[src/rtl/rsp_s2_dma_pkg.sv]
// Shared types for the DMA AXI channel watchdog: per-channel FSM encoding,
// channel index constants and a lowest-set-bit helper used by timeout capture.
package rsp_s2_dma_pkg;

  typedef enum logic [1:0] {
    ST_IDLE    = 2'd0,
    ST_COUNT   = 2'd1,
    ST_EXPIRED = 2'd2
  } wdog_state_e;

  localparam int CH_AW = 0;
  localparam int CH_W  = 1;
  localparam int CH_B  = 2;
  localparam int CH_AR = 3;
  localparam int CH_R  = 4;

  // Scans from the top down so the lowest set index is the one left standing.
  function automatic logic [3:0] lowest_idx(input logic [15:0] v);
    logic [3:0] idx;
    idx = 4'd0;
    for (int i = 15; i >= 0; i--) begin
      if (v[i]) idx = 4'(i);
    end
    return idx;
  endfunction

endpackage

[src/rtl/rsp_s2_dma_axi_wdog_ch.sv]
// One watchdog channel: counts consecutive stalled cycles and raises a sticky
// timeout flag on the edge that completes timeout_limit stalled cycles.
module rsp_s2_dma_axi_wdog_ch
  import rsp_s2_dma_pkg::*;
#(
  parameter int CNT_W = 16
) (
  input  logic             clk,
  input  logic             rst_n,
  input  logic             stalled,
  input  logic [CNT_W-1:0] limit,
  input  logic             clr,
  output logic             set,
  output logic             sts
);

  wdog_state_e      state_q, state_d;
  logic [CNT_W-1:0] cnt_q, cnt_d;
  logic [CNT_W-1:0] lim_m1;

  // Only meaningful while stalled, which already implies limit != 0.
  assign lim_m1 = limit - CNT_W'(1);

  always_comb begin
    state_d = state_q;
    cnt_d   = cnt_q;
    set     = 1'b0;
    case (state_q)
      ST_IDLE: begin
        cnt_d = '0;
        if (stalled) begin
          cnt_d = CNT_W'(1);
          if (limit == CNT_W'(1)) begin
            state_d = ST_EXPIRED;
            set     = 1'b1;
          end else begin
            state_d = ST_COUNT;
          end
        end
      end
      ST_COUNT: begin
        if (!stalled) begin
          state_d = ST_IDLE;
          cnt_d   = '0;
        end else if (cnt_q >= lim_m1) begin
          // Also catches a limit lowered below the running count.
          state_d = ST_EXPIRED;
          set     = 1'b1;
        end else begin
          cnt_d = cnt_q + CNT_W'(1);
        end
      end
      ST_EXPIRED: begin
        if (!stalled) begin
          state_d = ST_IDLE;
          cnt_d   = '0;
        end
      end
      default: begin
        state_d = ST_IDLE;
        cnt_d   = '0;
      end
    endcase
  end

  always_ff @(posedge clk or negedge rst_n) begin
    if (!rst_n) begin
      state_q <= ST_IDLE;
      cnt_q   <= '0;
      sts     <= 1'b0;
    end else begin
      state_q <= state_d;
      cnt_q   <= cnt_d;
      sts     <= set | (sts & ~clr);
    end
  end

endmodule

[src/rtl/rsp_s2_dma_axi_wdog.sv]
// AXI VALID/READY stall watchdog over NUM_CH channels with sticky status and level irq.
// Optional first-timeout capture when RSP_S2_DMA_WDOG_CAPTURE_EN is defined.
module rsp_s2_dma_axi_wdog
  import rsp_s2_dma_pkg::*;
#(
  parameter int NUM_CH = 5,
  parameter int CNT_W  = 16
) (
  input  logic              clk,
  input  logic              rst_n,
  input  logic              en,
  input  logic [NUM_CH-1:0] valid,
  input  logic [NUM_CH-1:0] ready,
  input  logic [CNT_W-1:0]  timeout_limit,
  input  logic [NUM_CH-1:0] clr,
  input  logic [NUM_CH-1:0] irq_mask,
  output logic [NUM_CH-1:0] timeout_sts,
  output logic              timeout_irq,
  output logic              first_vld,
  output logic [3:0]        first_ch
);

  logic [NUM_CH-1:0] stalled;
  logic [NUM_CH-1:0] set_vec;

  assign stalled = {NUM_CH{en & (|timeout_limit)}} & valid & ~ready;

  for (genvar i = 0; i < NUM_CH; i++) begin : g_ch
    rsp_s2_dma_axi_wdog_ch #(
      .CNT_W (CNT_W)
    ) u_ch (
      .clk     (clk),
      .rst_n   (rst_n),
      .stalled (stalled[i]),
      .limit   (timeout_limit),
      .clr     (clr[i]),
      .set     (set_vec[i]),
      .sts     (timeout_sts[i])
    );
  end

  assign timeout_irq = |(timeout_sts & ~irq_mask);

`ifdef RSP_S2_DMA_WDOG_CAPTURE_EN
  logic [15:0] set_vec16;
  assign set_vec16 = 16'(set_vec);

  // A set landing while status is empty starts a fresh record rather than
  // being lost to the pending clear.
  always_ff @(posedge clk or negedge rst_n) begin
    if (!rst_n) begin
      first_vld <= 1'b0;
      first_ch  <= 4'd0;
    end else if ((!first_vld || ~|timeout_sts) && (|set_vec)) begin
      first_vld <= 1'b1;
      first_ch  <= lowest_idx(set_vec16);
    end else if (~|timeout_sts) begin
      first_vld <= 1'b0;
    end
  end
`else
  logic unused_set;
  assign unused_set = ^set_vec;
  assign first_vld  = 1'b0;
  assign first_ch   = 4'd0;
`endif

endmodule

[config.mk]
export PLATFORM = sky130hd
export DESIGN_NAME = rsp_s2_dma_axi_wdog
export DESIGN_NICKNAME = d
export VERILOG_FILES = /design/src/rtl/rsp_s2_dma_pkg.sv /design/src/rtl/rsp_s2_dma_axi_wdog_ch.sv /design/src/rtl/rsp_s2_dma_axi_wdog.sv
export SDC_FILE = /design/constraint.sdc
export NUM_CORES = 1
export LEC_CHECK = 0
export BUFFER_PORTS_ARGS = -buffer_cell sky130_fd_sc_hd__buf_2
export CORE_ASPECT_RATIO = 0.8
export CORE_UTILIZATION = 56
export DETAILED_ROUTE_END_ITERATION = 12
export GPL_TIMING_DRIVEN = 0
export PLACE_DENSITY = 0.78
export SLEW_MARGIN = 10
export SYNTH_ARGS = -nofsm -noshare
export SYNTH_HDL_FRONTEND = slang
export SYNTH_SLANG_ARGS = --single-unit
[constraint.sdc]
create_clock -name clk -period 2.5 [get_ports clk]
set_clock_uncertainty 0.05 [all_clocks]
set_input_delay 0.625 -clock clk [delete_from_list [all_inputs] [get_ports clk]]
set_output_delay 0.625 -clock clk [all_outputs]
set_load 0.02 [all_outputs]
==> results.toml, run 1 <==
[run_status]
outcome = "finished, violations left"
violations = "capacitance limit, slew limit, setup timing"

[global_route]
grt_max_degree = 54
grt_pass1_wl_um = 41600
grtUsageTotal_pct = 37.7
antenna_found_initial = 0
grt_pass1_vias = 8008
grt_overflow = 0

[finish]
num_antenna_cells = 0
fin_area_um2 = 11100
nFillCells = 588
mostFrequentLayoutCell = "dfrtp_1"
syn_to_final_growth_pct = 45.3
layout-drive-gt1-share_pct = 38.2
final_cell_mix = "95 x dfrtp_1, 63 x buf_4, 60 x nand2_1, 59 x ha_1, 56 x nor2_1"
fin_nets = 1160

[cts]
root_buffer = "clkbuf_16"
clk-insertion-delay-late_ns = 0.37
path_clk_slew_ns = 0.08
cts.htree.levels = 3
cts_buffers = 9
clockBufferDepth = 2
numClockSinks = 95
cts_tree = "yes"
postCtsHoldBufs = 0

[synthesis]
synthArstFlopShare_pct = 100
synth-main-ff-cell = "dfrtp_1"
synth_seq_cells = 95
synthCells = 884
synth_cell_types = 70
synth_warnings = 0
synth_enable_flop_cells = 0
syn_area_per_cell_um2 = 8.65
yosysSeqAreaShare_pct = 31.1
syn_area_um2 = 7640

[hold_path]
hold_class = "input port to async pin"

[floorplanning]
initial_core_util_pct = 58.4
dieArea_um2 = 14100
rows = 37
ioPinCount = 50
dieWidth_um = 133
core-area_um2 = 13100
die_h_um = 107

[route]
vias = 8942
ant_nets = 0
drc = 0
via_per_inst = 7.31
wl_per_cell_um = 26.6
drt_iter0_drc = 1005
wirelength_um = 32600
first_pass_iters = 6

[timing]
timing.final.crit_share_pct = 161
tightest_slew_ns = 1.69
relSlewSlack_pct = -13.4
fin_crit_ns = 4.01
maxSlewViolCount = 10
clock.fmax_ghz = 0.249
layout_setup_ws_ns = -1.51
setup_tns_ns = -118.14
hold_viol_final = 0
rsz0062_at_grt = "yes"
finalSetupViolations = 95

[critical_path]
r2r_start = "g_ch[3].u_ch.cnt_q[2]$_DFFE_PN0P_"
startpoint = "timeout_limit[3]"
required_ns = 2.74
endpoint_kind = "flop"
worstSetupStartpointType = "input port"
critPathKind = "input port to flop"
critPathMaxFanout = 5
critPathArrivalTime_ns = 4.25

[power_and_ir_drop]
ir_drop_v = 0.000408
power_density_nw_per_um2 = 340
p_leak_nw = 4.74

[placed_design]
portBuffers = 43
place.gp.congestion = 0.877
dpl_cell_area_um2 = 8510
pre_cts_ws_ns = -2.46
dp_hpwl_um = 15000

[flow_run]
cap_violations = 1
==> stage by stage <==
stage                     instances  power (W)  hold WS, ns  utilization (%)
after floorplan                 888    0.00181        0.279                -
after global placement         1106    0.00196        0.464             64.7
after detailed placement       1107    0.00198        0.469             65.0
after CTS                      1195    0.00362        0.230             78.1
after global routing           1223    0.00385        0.258             84.8
final                          1223    0.00377        0.205             84.8
==> cell type report <==
type,instances,area [µm²],share of cell area [%]
Clock inverter,7,97.6,0.878
Sequential cell,95,2380,21.4
Clock buffer,9,225,2.03
Multi-Input combinational cell,714,6440,58.0
Buffer,42,298,2.68
Inverter,37,143,1.28
Timing Repair Buffer,144,1310,11.8
Tap cell,175,219,1.97
==> critical path, cell delays in order <==
cell	delay, ns
buf_12	0.11
buf_6	0.10
or4_4	0.54
nor3_4	0.23
xnor2_4	0.19
ha_4	0.25
a22o_1	0.24
nor4_1	0.28
o21ai_1	0.19
a21oi_2	0.25
o221ai_2	0.16
a21o_1	0.25
clkbuf_8	0.18
or4_4	0.51
a21oi_2	0.14
==> cell usage after synthesis, types with 21 or more instances <==
cell type / number / area (µm²)
a21o_1: 21 / 158
inv_1: 37 / 139
o21ai_0: 36 / 180
a21oi_1: 42 / 210
nand3_1: 42 / 210
o31ai_1: 21 / 158
and3_1: 34 / 213
ha_1: 78 / 976
or4_1: 24 / 180
clkbuf_1: 25 / 93.8
nand2_1: 68 / 255
nand4_1: 23 / 144
nor2_1: 62 / 233
dfrtp_1: 95 / 2380
==> routing by layer <==
metal / part of all wire (%) / GRT usage [%] / vias up
met1: 35 / 47.6 / 4241
met5: 0 / 0 / -
li1: - / - / 3657
met4: 7.8 / 23.9 / 0
met3: 13 / 8.49 / 271
met2: 45 / 58.7 / 773
==> worst paths after layout <==
kind,end,slack [ns],cells after the start
setup / recovery,g_ch[2].u_ch.cnt_q[4]$_DFFE_PN0P_,-1.51,15
hold / removal,g_ch[0].u_ch.cnt_q[1]$_DFFE_PN0P_,0.21,1
setup reg to reg,g_ch[3].u_ch.cnt_q[2]$_DFFE_PN0P_,-0.66,10
hold reg to reg,g_ch[4].u_ch.cnt_q[14]$_DFFE_PN0P_,0.49,1
max in group asynchronous,g_ch[2].u_ch.cnt_q[2]$_DFFE_PN0P_,1.49,2
min in group clk,g_ch[2].u_ch.sts$_DFF_PN0_,0.36,2
==> power by group <==
group | total (W) | leakage, nW | switching (W) | internal (W)
logic | 0.000647 | 3.27 | 0.000379 | 0.000268
clock network | 0.00157 | 0.152 | 0.000686 | 0.000880
registers | 0.00156 | 1.32 | 0.0000153 | 0.00155
==> cells by family (layout without fill, tap and decap cells) <==
| logic type | after synthesis | count (layout) | synth area share [%] |
|---|---|---|---|
| adder cells (fa/ha/maj) | 78 | 78 | 12.8 |
| multiplexers | 5 | 5 | 0.687 |
| XOR/XNOR | 35 | 35 | 4.37 |
| AND/OR/NAND/NOR | 363 | 363 | 25.5 |
| flip-flops | 95 | 95 | 31.1 |
| other | 1 | 5 | 0.0491 |
| AO/OA/AOI/OAI | 227 | 228 | 20.9 |
| buffers and inverters | 80 | 239 | 4.65 |
==> what timing repair did <==
action | 4_1_cts | 5_1_grt
hold endpoints to repair | 0 | 0
pin swaps | 128 | 87
cloned | 6 | 0
buffers inserted | 67 | 36
gates resized for setup | 146 | 132
setup endpoints to repair | 95 | 95
==> state kept, by name, indices dropped and copies added, names as in the netlist <==
| register | flops |
|---|---|
| g_ch.u_ch.cnt_q | 80 |
| g_ch.u_ch.sts | 5 |
| g_ch.u_ch.state_q | 10 |
Power figures use the tool's default switching activity.
==> run 2, diff against run 1 <==
--- a/config.mk
+++ b/config.mk
@@ -6,7 +6,7 @@
 export NUM_CORES = 1
 export LEC_CHECK = 0
 export BUFFER_PORTS_ARGS = -buffer_cell sky130_fd_sc_hd__buf_2
-export CORE_ASPECT_RATIO = 0.8
+export CORE_ASPECT_RATIO = 1.75
 export CORE_UTILIZATION = 56
 export DETAILED_ROUTE_END_ITERATION = 12
 export GPL_TIMING_DRIVEN = 0
==> run 2 against run 1 <==
Effect of this change: the run ends with setup timing left; sequential power barely moved; sequential share of layout area fell by 0.067 points; highest routed layer is now met5; total power fell by 4.2%; fmax fell by 1.2%; combinational power rose by 3.6%; count of clock-buffer cells in the layout rose by 3; cell area rose by 0.32%; clock power fell by 12%; critical endpoint is now g_ch[1].u_ch.cnt_q[4]$_DFFE_PN0P_; global-route usage rose by 2.1 points.
==> results.toml, run 2 (synthesis results as in run 1) <==
[finish]
regMostFlops = "g_ch.u_ch.cnt_q"
nFillCells = 681
final_cell_mix = "95 x dfrtp_1, 81 x buf_4, 59 x nand2_1, 56 x nor2_1, 54 x ha_1"
multi_input_area_um2 = 6440
largest_reg_flops = 80
reg_top3 = "g_ch.u_ch.cnt_q: 80 flops, g_ch.u_ch.state_q: 10 flops, g_ch.u_ch.sts: 5 flops"
syn_to_final_growth_pct = 45.8
mostFrequentLayoutCell = "dfrtp_1"
seq_area_um2 = 2380
fin_nets = 1172
layout-drive-gt1-share_pct = 38.3
num_antenna_cells = 0

[cts]
root_buffer = "clkbuf_16"
postCtsHoldBufs = 0
clk-insertion-delay-late_ns = 0.38
path_clk_slew_ns = 0.07
numClockSinks = 95
cts_buffers = 9
clockBufferDepth = 2
cts_tree = "yes"
cts.htree.levels = 3

[critical_path]
rrSetupSlack_ns = -0.81
max_stage_delay_ns = 0.38
worstSetupStartpointType = "input port"
critPathArrivalTime_ns = 4.25
path_buf_inv = 7
critPathMaxFanout = 7
endpoint_kind = "flop"
crit_top_cell = "buf_4"
critPathKind = "input port to flop"
crit_chain = "buf_12 > nor4_4 > nand2_2 > buf_4 > buf_4 > nor2_4 > xnor2_4 > buf_6 > buf_4 > ha_1 > a21o_1 > a21o_1 > a221oi_2 > o41ai_4 > nor3_4 > buf_8 > buf_6 > nand3_2 > xor2_1 > nor2_1"
critical-path-top-delay-family = "simple AND/OR/NAND/NOR gates"
required_ns = 2.68
cpMaxStageDelayCell = "a221oi_2"

[timing]
tightest_slew_ns = 1.38
hold_viol_final = 0
timing.final.crit_share_pct = 162
layout_setup_ws_ns = -1.56
finalSetupViolations = 95
maxSlewViolCount = 0
setup_tns_ns = -131.42
relSlewSlack_pct = 7.90
fin_crit_ns = 4.06
rsz0062_at_grt = "yes"
clock.fmax_ghz = 0.246

[global_route]
grt_overflow = 0
grt_pass1_vias = 8386
antenna_found_initial = 0
grt_pass1_wl_um = 43800
grtUsageTotal_pct = 39.8
grt_max_degree = 53

[hold_path]
hold_class = "input port to async pin"

[route]
first_pass_iters = 6
wl_per_cell_um = 28.1
drt_iter0_drc = 1059
ant_nets = 0
via_per_inst = 7.54
wirelength_um = 34600
drc = 0
vias = 9300

[power_and_ir_drop]
seqPwrFrac_pct = 43.2
switching_power_w = 0.00109
internal_power_w = 0.00253
ir_drop_v = 0.000372
power_density_nw_per_um2 = 324
p_leak_nw = 4.79
p_sw_share_pct = 30.1
p_clk_share_pct = 38.3
comb_power_share_pct = 18.5

[floorplanning]
rows = 56
dieArea_um2 = 14100
core-area_um2 = 13400
initial_core_util_pct = 57.1
dieWidth_um = 90.3
die_h_um = 157
ioPinCount = 50

[placed_design]
pre_cts_ws_ns = -2.47
place.gp.congestion = 0.901
portBuffers = 43
dp_hpwl_um = 15800

[run_status]
violations = "setup timing"
outcome = "finished, violations left"

[flow_run]
cap_violations = 0
run 2: changes by cell type in the layout (fill, tap and decap cells not counted), sizes merged:
cell / delta
clkbuf: +1
clkinvlp: +1
buf: +15
clkinv: -2
bufinv: -2
o21ai: -1
run 2: routing by layer:
| layer | share of wire (%) | GRT usage [%] |
|---|---|---|
| met5 | 0.11 | 0 |
| met4 | 11 | 31.9 |
| met3 | 12 | 7.58 |
| met2 | 46 | 67.3 |
| met1 | 31 | 43.5 |
run 2: final timing paths:
check | from | to | cells past startpoint
setup reg to reg | g_ch[3].u_ch.cnt_q[0]$_DFFE_PN0P_ | g_ch[3].u_ch.cnt_q[7]$_DFFE_PN0P_ | 12
setup / recovery | timeout_limit[3] | g_ch[1].u_ch.cnt_q[4]$_DFFE_PN0P_ | 20
hold reg to reg | g_ch[2].u_ch.sts$_DFF_PN0_ | g_ch[2].u_ch.sts$_DFF_PN0_ | 2
hold / removal | rst_n | g_ch[0].u_ch.cnt_q[10]$_DFFE_PN0P_ | 1
max in group asynchronous | rst_n | g_ch[2].u_ch.cnt_q[14]$_DFFE_PN0P_ | 2
min in group clk | clr[2] | g_ch[2].u_ch.sts$_DFF_PN0_ | 2
run 2: final cells by class:
type / count / share of cell area (%)
buffer: 42 / 2.78
clock buffer: 12 / 2.21
clock inverter: 4 / 0.281
inverter: 37 / 1.30
multi-input combinational: 713 / 57.8
sequential: 95 / 21.3
tap: 174 / 1.95
timing repair buffer: 157 / 12.4
run 2: power groups by stage:
| stage | clock network (W) | logic, W | registers (W) |
|---|---|---|---|
| floorplan | 0 | 0.000226 | 0.00159 |
| global placement | 0 | 0.000377 | 0.00159 |
| detailed placement | 0 | 0.000393 | 0.00159 |
| CTS | 0.00135 | 0.000521 | 0.00156 |
| global route | 0.00144 | 0.000699 | 0.00156 |
| finish | 0.00138 | 0.000670 | 0.00156 |
run 2: per-stage QoR:
stage | utilization [%] | hold WS (ns) | power [W] | std cells | cell area (µm²)
5_1_grt | 83.3 | 0.237 | 0.00370 | 1234 | 11100
3_5_place_dp | 63.6 | 0.474 | 0.00198 | 1106 | 8510
4_1_cts | 76.8 | 0.246 | 0.00343 | 1193 | 10300
3_3_place_gp | 63.4 | 0.461 | 0.00197 | 1105 | 8480
2_1_floorplan | - | 0.279 | 0.00181 | 888 | 8050
6_report | 83.3 | 0.200 | 0.00362 | 1234 | 11100
run 2: what timing repair did:
item | 4_1_cts | 5_1_grt
resized for setup | 152 | 121
pin swaps | 110 | 91
gates cloned | 2 | 1
hold endpoints to repair | 0 | 0
setup endpoints to repair | 95 | 95
setup buffers | 70 | 42
